### src/rtl/imem_loader_pkg.sv
// Shared definitions for the instruction-memory loader: widths, state encoding
// and the length classification used when a program header arrives.
package imem_loader_pkg;

  localparam int MAX_WORDS_DEF = 256;
  localparam int INST_W        = 16;
  localparam int BYTE_W        = 8;
  localparam int ADDR_W        = 9;
  localparam int IDX_W         = ADDR_W - 1;
  localparam int LEN_W         = 16;
  localparam int CNT_W         = 9;

  typedef enum logic [2:0] {
    ST_IDLE,
    ST_LEN_HI,
    ST_LEN_LO,
    ST_DATA_HI,
    ST_DATA_LO,
    ST_WRITE,
    ST_DONE,
    ST_ERR
  } state_e;

  typedef enum logic [1:0] {
    LEN_EMPTY,
    LEN_OK,
    LEN_TOO_BIG
  } len_class_e;

  // Decides what a freshly received program length means for the load.
  function automatic len_class_e classify_len(input logic [LEN_W-1:0] n, input int max_words);
    logic [31:0] w_n;
    w_n = {{(32-LEN_W){1'b0}}, n};
    if (n == '0)
      return LEN_EMPTY;
    else if (w_n > 32'(max_words))
      return LEN_TOO_BIG;
    else
      return LEN_OK;
  endfunction

endpackage

### src/rtl/imem_loader_if.sv
// Byte-stream handshake plus instruction-memory write bus of the loader.
interface imem_loader_if;
  import imem_loader_pkg::*;

  logic [BYTE_W-1:0] rx_data;
  logic              rx_valid;
  logic              rx_ready;
  logic              imem_we;
  logic [ADDR_W-1:0] imem_addr;
  logic [INST_W-1:0] imem_wdata;

  modport master (
    input  rx_data,
    input  rx_valid,
    output rx_ready,
    output imem_we,
    output imem_addr,
    output imem_wdata
  );

  modport slave (
    output rx_data,
    output rx_valid,
    input  rx_ready,
    input  imem_we,
    input  imem_addr,
    input  imem_wdata
  );

endinterface

### src/rtl/imem_loader.sv
// Loads a length-prefixed program from a byte stream into one of two
// instruction-memory banks, holding the CPU in reset until the load completes.
module imem_loader
  import imem_loader_pkg::*;
#(
  parameter int MAX_WORDS = MAX_WORDS_DEF
) (
  input  logic             clk,
  input  logic             rst,
  input  logic             start,
  input  logic             fileid,
  imem_loader_if.master    bus,
  output logic             cpu_rst,
  output logic             busy,
  output logic             done,
  output logic             err,
  output logic [CNT_W-1:0] words_loaded
);

  state_e            r_state;
  logic              r_bank;
  logic [IDX_W-1:0]  r_index;
  logic [CNT_W-1:0]  r_words;
  logic [LEN_W-1:0]  r_len;
  logic [BYTE_W-1:0] r_hi;
  logic [BYTE_W-1:0] r_lo;

  logic              w_rx_ready;
  logic              w_xfer;
  logic              w_last;
  logic [LEN_W-1:0]  w_len;
  logic [CNT_W-1:0]  w_words_inc;

  // Ready is a pure state decode so rx_valid never reaches it combinationally.
  assign w_rx_ready  = (r_state == ST_LEN_HI)  || (r_state == ST_LEN_LO) ||
                       (r_state == ST_DATA_HI) || (r_state == ST_DATA_LO);
  assign w_xfer      = w_rx_ready && bus.rx_valid;
  assign w_len       = {r_len[LEN_W-1:BYTE_W], bus.rx_data};
  assign w_words_inc = r_words + CNT_W'(1);
  assign w_last      = (LEN_W'(w_words_inc) == r_len);

  always_ff @(posedge clk or negedge rst) begin
    if (!rst) begin
      r_state <= ST_IDLE;
      r_bank  <= 1'b0;
      r_index <= '0;
      r_words <= '0;
      r_len   <= '0;
      r_hi    <= '0;
      r_lo    <= '0;
    end else begin
      case (r_state)
        ST_IDLE, ST_DONE, ST_ERR: begin
          if (start) begin
            r_bank  <= fileid;
            r_index <= '0;
            r_words <= '0;
            r_state <= ST_LEN_HI;
          end
        end
        ST_LEN_HI: begin
          if (w_xfer) begin
            r_len[LEN_W-1:BYTE_W] <= bus.rx_data;
            r_state               <= ST_LEN_LO;
          end
        end
        ST_LEN_LO: begin
          if (w_xfer) begin
            r_len <= w_len;
            case (classify_len(w_len, MAX_WORDS))
              LEN_EMPTY:   r_state <= ST_DONE;
              LEN_TOO_BIG: r_state <= ST_ERR;
              default:     r_state <= ST_DATA_HI;
            endcase
          end
        end
        ST_DATA_HI: begin
          if (w_xfer) begin
            r_hi    <= bus.rx_data;
            r_state <= ST_DATA_LO;
          end
        end
        ST_DATA_LO: begin
          if (w_xfer) begin
            r_lo    <= bus.rx_data;
            r_state <= ST_WRITE;
          end
        end
        ST_WRITE: begin
          r_words <= w_words_inc;
          // The index parks on the final word so the address never wraps.
          if (w_last) begin
            r_state <= ST_DONE;
          end else begin
            r_index <= r_index + IDX_W'(1);
            r_state <= ST_DATA_HI;
          end
        end
        default: r_state <= ST_IDLE;
      endcase
    end
  end

  assign bus.rx_ready   = w_rx_ready;
  assign bus.imem_we    = (r_state == ST_WRITE);
  assign bus.imem_addr  = {r_bank, r_index};
  assign bus.imem_wdata = {r_hi, r_lo};

  assign busy         = w_rx_ready || (r_state == ST_WRITE);
  assign done         = (r_state == ST_DONE);
  assign err          = (r_state == ST_ERR);
  assign cpu_rst      = (r_state != ST_DONE);
  assign words_loaded = r_words;

endmodule

### src/flat_wrapper.sv
// flat-port wrapper written by rule: the top's interface ports become plain ports
module imem_loader_flat import imem_loader_pkg::*;
#(
  parameter int MAX_WORDS = MAX_WORDS_DEF
)
  (clk, rst, start, fileid, cpu_rst, busy, done, err, words_loaded, bus_rx_data, bus_rx_valid, bus_rx_ready, bus_imem_we, bus_imem_addr, bus_imem_wdata);
  imem_loader_if bus_i ();
  input  logic clk;
  input  logic rst;
  input  logic start;
  input  logic fileid;
  output logic cpu_rst;
  output logic busy;
  output logic done;
  output logic err;
  output logic [CNT_W-1:0] words_loaded;
  input wire logic [$bits(bus_i.rx_data)-1:0] bus_rx_data;
  input wire logic [$bits(bus_i.rx_valid)-1:0] bus_rx_valid;
  output wire logic [$bits(bus_i.rx_ready)-1:0] bus_rx_ready;
  output wire logic [$bits(bus_i.imem_we)-1:0] bus_imem_we;
  output wire logic [$bits(bus_i.imem_addr)-1:0] bus_imem_addr;
  output wire logic [$bits(bus_i.imem_wdata)-1:0] bus_imem_wdata;
  assign bus_i.rx_data = bus_rx_data;
  assign bus_i.rx_valid = bus_rx_valid;
  assign bus_rx_ready = bus_i.rx_ready;
  assign bus_imem_we = bus_i.imem_we;
  assign bus_imem_addr = bus_i.imem_addr;
  assign bus_imem_wdata = bus_i.imem_wdata;
  imem_loader #(.MAX_WORDS(MAX_WORDS)) u_core (.clk(clk), .rst(rst), .start(start), .fileid(fileid), .bus(bus_i), .cpu_rst(cpu_rst), .busy(busy), .done(done), .err(err), .words_loaded(words_loaded));
endmodule
### config.mk
export PLATFORM = sky130hd
export DESIGN_NAME = imem_loader_flat
export DESIGN_NICKNAME = d
export VERILOG_FILES = /design/src/rtl/imem_loader_pkg.sv /design/src/rtl/imem_loader_if.sv /design/src/rtl/imem_loader.sv /design/src/flat_wrapper.sv
export SDC_FILE = /design/constraint.sdc
export NUM_CORES = 1
export LEC_CHECK = 0
export ABC_AREA = 1
export CELL_PAD_IN_SITES_DETAIL_PLACEMENT = 2
export CELL_PAD_IN_SITES_GLOBAL_PLACEMENT = 2
export CORE_ASPECT_RATIO = 1.2
export CORE_UTILIZATION = 31
export CTS_BUF_LIST = sky130_fd_sc_hd__clkbuf_8
export DETAILED_ROUTE_END_ITERATION = 8
export PLACE_DENSITY = 0.88
export SYNTH_ARGS = -nofsm -noshare
export SYNTH_HDL_FRONTEND = slang
export SYNTH_SLANG_ARGS = --single-unit
### constraint.sdc
create_clock -name clk -period 2.06 [get_ports clk]
set_clock_uncertainty 0.05 [all_clocks]
set_input_delay 0.309 -clock clk [delete_from_list [all_inputs] [get_ports clk]]
set_output_delay 0.309 -clock clk [all_outputs]
set_load 0.01 [all_outputs]
* After elaboration in Yosys (flattened, before gate mapping)
Cells that the tools add are included. Widths: inputs -> output; s select.
Cells by class: muxes and demuxes 19, $add $sub $neg 2, bitwise operators 1, reductions and logical operators 18, eq/ne operators 16, magnitude comparators 1
Operator list (count):
- $pmux 8 s2 | 2
- $mux 8 | 3
- $mux 3 | 6
- $pmux 3 s6 | 1
- $pmux 9 s2 | 1
- $eq 9x16->1 | 1
- $gt 16x9->1 const B | 1
- $logic_not 16->1 | 1
- $eq 3x3->1 const B | 4
- $reduce_and 2->1 | 5
- $add 9x1->9 const B | 1
- $mux 9 | 1
- $add 8x1->8 const B | 1
- $mux 2 | 4
- $ne 2x1->1 const B | 4
- $eq 3x2->1 const B | 2
- $pmux 3 s2 | 1
- $reduce_and 3->1 | 2
- $reduce_and 5->1 | 1
- $logic_or 1x1->1 | 4
- $ne 2x2->1 const B | 2
- $eq 3x1->1 const B | 1
- $logic_not 3->1 | 1
- $ne 3x3->1 const B | 1
- other kinds (6) | 6
Word-level totals: output and inout bits 40, logic and storage cells 65, flip-flop bits (word level) 53

* Logic depth before layout (Yosys ltp)
depth after elaboration 11, gate-level depth with buffers 14, mapped depth without buffers 14

* Least setup slack after synthesis
Ideal clock, no wire load.
path type register to register, start point register u_core.r_words[1], in the netlist u_core.words_loaded[1], end point register u_core.r_index[6], data required time 1.893 ns, stages on the path, launching flop included 15, data arrival time 1.627 ns, setup slack 0.266 ns, path buffers 0, clock period less this slack 1.794 ns, cells stage by stage dfrtp_1 ha_1 inv_1 nand2_1 nand2_1 nor2_1 nand2_1 nor2_1 nand3_1 nor2_4 nand3_2 nand2_4 nand2_4 nand2_1 nand2_1
On the way: longest elaborated chain between the ends 4
RTL lines:
- from (decl) | RTL line imem_loader.sv:23 | logic [CNT_W-1:0] r_words;
- from (signal assigned) | RTL line imem_loader.sv:90 | r_words <= w_words_inc;
- $add 9x1->9 | RTL line imem_loader.sv:39 | assign w_words_inc = r_words + CNT_W'(1);
- $eq 9x16->1 | RTL line imem_loader.sv:40 | assign w_last = (LEN_W'(w_words_inc) == r_len);
- $ne 2x2->1 (no source line)
- $reduce_and 3->1 (no source line)
- to (signal assigned) | RTL line imem_loader.sv:95 | r_index <= r_index + IDX_W'(1);
- to (decl) | RTL line imem_loader.sv:22 | logic [IDX_W-1:0] r_index;
Every way passes these cells. A chain may end at the register's enable or synchronous reset.

* Worst setup path in the final report
start point register u_core.r_words[1], in the netlist u_core.words_loaded[1], end point register u_core.r_state[2]
On the way: longest elaborated chain between the ends 4
RTL lines:
- $add 9x1->9 | RTL line imem_loader.sv:39
- $eq 9x16->1 | RTL line imem_loader.sv:40
- $mux 3 | RTL line imem_loader.sv:92 | if (w_last) begin
- $pmux 3 s6 | RTL line imem_loader.sv:52 | case (r_state)
- to (signal assigned) | RTL line imem_loader.sv:44 | r_state <= ST_IDLE;
- to (signal assigned) | RTL line imem_loader.sv:93 | r_state <= ST_DONE;
- to (signal assigned) | RTL line imem_loader.sv:96 | r_state <= ST_DATA_HI;
- to (decl) | RTL line imem_loader.sv:20 | state_e r_state;
Every way passes these cells.

==> impl_metrics.yaml <==
worst_hold_path:
  min_path_type: "in -> async"
status:
  outcome: "finished, violations left"
  violations: "setup timing"
placed_design:
  preCtsSetupSlack_ns: 0.103
  hpwl_um: 6820
  port_buffers: 52
  gp_congestion: 0.800
  placed_cell_area_um2: 3490
worst_setup_path:
  reg2reg_from: "u_core.words_loaded[1]$_DFFE_PN0P_"
  worst_path_most_repeated_cell: "nand2_1"
  cp_top_family: "simple AND/OR/NAND/NOR gates"
  slowest_stage: "dfrtp_1"
  r2r_cells: 14
  start_kind: "flip-flop"
  endpoint_kind: "flip-flop"
  rr_endpoint: "u_core.r_state[2]$_DFFE_PN0P_"
  crit_path_cell_trace: "ha_4 -> inv_2 -> nand2_2 -> nand2_2 -> nor2_2 -> nand2_1 -> nor2_1 -> nand3_1 -> nor2_4 -> buf_4 -> nand4_1 -> nand2_1 -> nand2_1 -> nand2_1"
  arrival_ns: 2.31
  max_stage_delay_ns: 0.44
  rrSetupSlack_ns: -0.04
  crit_required_ns: 2.27
  crit_buf_inv: 2
  worst-setup-path-type: "reg -> reg"
  cp_max_fo: 2
sta:
  hold_viol: 0
  finalMaxSlewViolations: 0
  period_minus_slack_ns: 2.10
  fin_tns_setup_ns: -0.159
  tightest_slew_ns: 0.519
  hold_slack_ns: 0.433
  relSlewSlack_pct: 65.4
  setup_slack_ns: -0.0389
  finalCritPeriodShare_pct: 102
  finalSetupViolCount: 10
  grt_setup_unrepaired: "true"
  fmax_ghz: 0.476
clock_network:
  ctsRootBufferMaster: "clkbuf_8"
  cts_htree_levels: 2
  clk_pin_slew_ns: 0.11
  cts.sinks: 53
  cts_tree: "yes"
  cts_buffers: 5
  cts_buffer_depth: 2
  clk-insertion-delay-late_ns: 0.31
drt:
  route.detailed.drc: 0
  wl_per_cell_um: 18.0
  first_pass_iters: 4
  wl_um: 9770
  via_per_inst: 4.95
  drt_iter0_drc: 101
  drtAntennaViolNets: 0
  num_vias: 2689
finish:
  stdcell_area_um2: 3780
  n_fill_cell: 965
  drive_gt1_share_pct: 17.8
  layout.nets: 440
  antenna_cells: 0
  syn_to_final_growth_pct: 39.6
power:
  p_int_mw: 2.72
  clkPwrFrac_pct: 16.5
  pwr-share-seq_pct: 35.8
  p_sw_share_pct: 41.8
  powerDensity_nw_per_um2: 1240
  power_frac_comb_pct: 47.7
  p_total_mw: 4.68
  p_sw_mw: 1.96
  total_leakage_power_nw: 1.73
  vdd_drop_max_uv: 652
synth:
  synth_area_leaders: "dfrtp_1 (49%), nand2_1 (14%), o21ai_0 (7.6%), nand3_1 (5.5%), inv_1 (5.3%)"
  synth_seq_cells: 53
  synth.avg_cell_area_um2: 7.84
  ys.flop_type: "dfrtp_1"
  ys_seq_area_share_pct: 48.9
  ys_warn_count: 0
  synth_top_area_cell: "dfrtp_1"
  syn_area_um2: 2710
  synth.distinct_cells: 29
  synth_most_common_cell: "nand2_1"
  synth_edf_count: 0
  synth_nets: 361
  synth_top_area_share_pct: 48.9
  syn_inst: 346
  yosys-top-cells-count: "nand2_1 (99), dfrtp_1 (53), o21ai_0 (41)"
  synthArstFlopShare_pct: 100
floorplanning:
  die_w_um: 87.4
  die_h_um: 104
  io_pins: 53
  dieArea_um2: 9130
  core-area_um2: 8520
  rows: 37
  initial_core_util_pct: 31.8
grt:
  antenna_found_initial: 0
  grt.total_usage_pct: 22.7
  grt_max_degree: 34
  grt_pass1_wl_um: 15700
  grt-ovfl-total: 0
  grt_pass1_vias: 2958
flow_run:
  cap_violations: 0
cell type report:
type                            count  area [um^2]  share of cell area, %
Sequential cell                    53         1330                   35.1
Multi-Input combinational cell    246         1290                   34.1
Timing Repair Buffer               78          748                   19.8
Inverter                           41          154                   4.07
Tap cell                          117          146                   3.87
Clock buffer                        5         68.8                   1.82
Clock inverter                      3         50.0                   1.32
metrics by stage:
| stage | utilization, % | cells |
|---|---|---|
| final | 44.4 | 543 |
| after global routing | 44.4 | 543 |
| after CTS | 43.4 | 541 |
| after detailed placement | 41.0 | 525 |
| after global placement | 41.0 | 525 |
| after floorplan | - | 346 |
power by group through the flow:
stage / logic [mW] / clock network (mW) / registers [mW]
after floorplan: 0.963 / 0 / 1.69
after global placement: 1.83 / 0 / 1.66
after detailed placement: 1.94 / 0 / 1.69
after CTS: 2.07 / 0.786 / 1.68
after global routing: 2.45 / 0.818 / 1.72
final: 2.23 / 0.770 / 1.68
worst max path at each step:
stage,from,endpoint,slack (ns),cells past startpoint
after detailed placement,u_core.words_loaded[0]$_DFFE_PN0P_,u_core.r_index[5]$_DFFE_PN0P_,0.10,14
after global routing,u_core.words_loaded[1]$_DFFE_PN0P_,u_core.r_index[3]$_DFFE_PN0P_,-0.16,14
after floorplan,u_core.words_loaded[1]$_DFFE_PN0P_,u_core.r_index[6]$_DFFE_PN0P_,0.27,14
final,u_core.words_loaded[1]$_DFFE_PN0P_,u_core.r_state[2]$_DFFE_PN0P_,-0.04,14
after CTS,u_core.words_loaded[1]$_DFFE_PN0P_,u_core.r_index[5]$_DFFE_PN0P_,0.0006,14
after global placement,u_core.r_state[0]$_DFFE_PN0P_,busy,0.20,5
placed cells by master, fill, tap and decap left out, types with 2 or more instances in the layout:
cell type,n
buf_12,3
dlygate4sd2_1,4
nand4_1,3
nand3_1,30
nand3b_1,5
nor3b_1,2
buf_4,22
dfrtp_1,52
clkdlybuf4s50_1,46
o22ai_1,5
nand2_2,16
nand2_8,2
clkbuf_8,5
o21ai_0,40
inv_2,6
nor3_1,2
nand2_1,91
inv_1,35
xor2_1,2
o21ai_1,2
nor2_4,7
a21oi_1,4
nor2_2,4
nor2_1,21
cell families (layout without fill, tap and decap cells):
family / count (synthesis) / count (layout) / synth area share (%)
xor+xnor: 2 / 2 / 0.646
flops: 53 / 53 / 48.9
compound gates: 54 / 54 / 10.4
fa+ha+maj: 2 / 2 / 0.923
buf+inv: 48 / 127 / 6.83
simple gates: 186 / 187 / 31.8
mux: 1 / 1 / 0.415
state kept, by name, summed over array words and instances (netlist names):
name,flops
u_core.words_loaded,9
u_core.r_len,16
u_core.r_bank,1
u_core.r_index,8
u_core.r_state,3
u_core.r_hi,8
u_core.r_lo,8
per-layer routing:
layer / GRT usage [%] / up-vias / routed length [um]
li1: - / 1266 / -
met1: 26.8 / 1361 / 4010
met2: 41.4 / 48 / 5310
met3: 3.25 / 14 / 228
met4: 6.91 / 0 / 224
met5: 0 / - / 0
repair_timing:
item / 4_1_cts / 5_1_grt
setup endpoints to repair: 13 / 11
hold buffers: 1 / 0
pin swaps: 1 / 7
cloned: 1 / 0
setup buffers: 6 / 2
endpoints found under the hold margin: 20 / 0
resized for setup: 9 / 20
(Power assumes the default switching activity.)
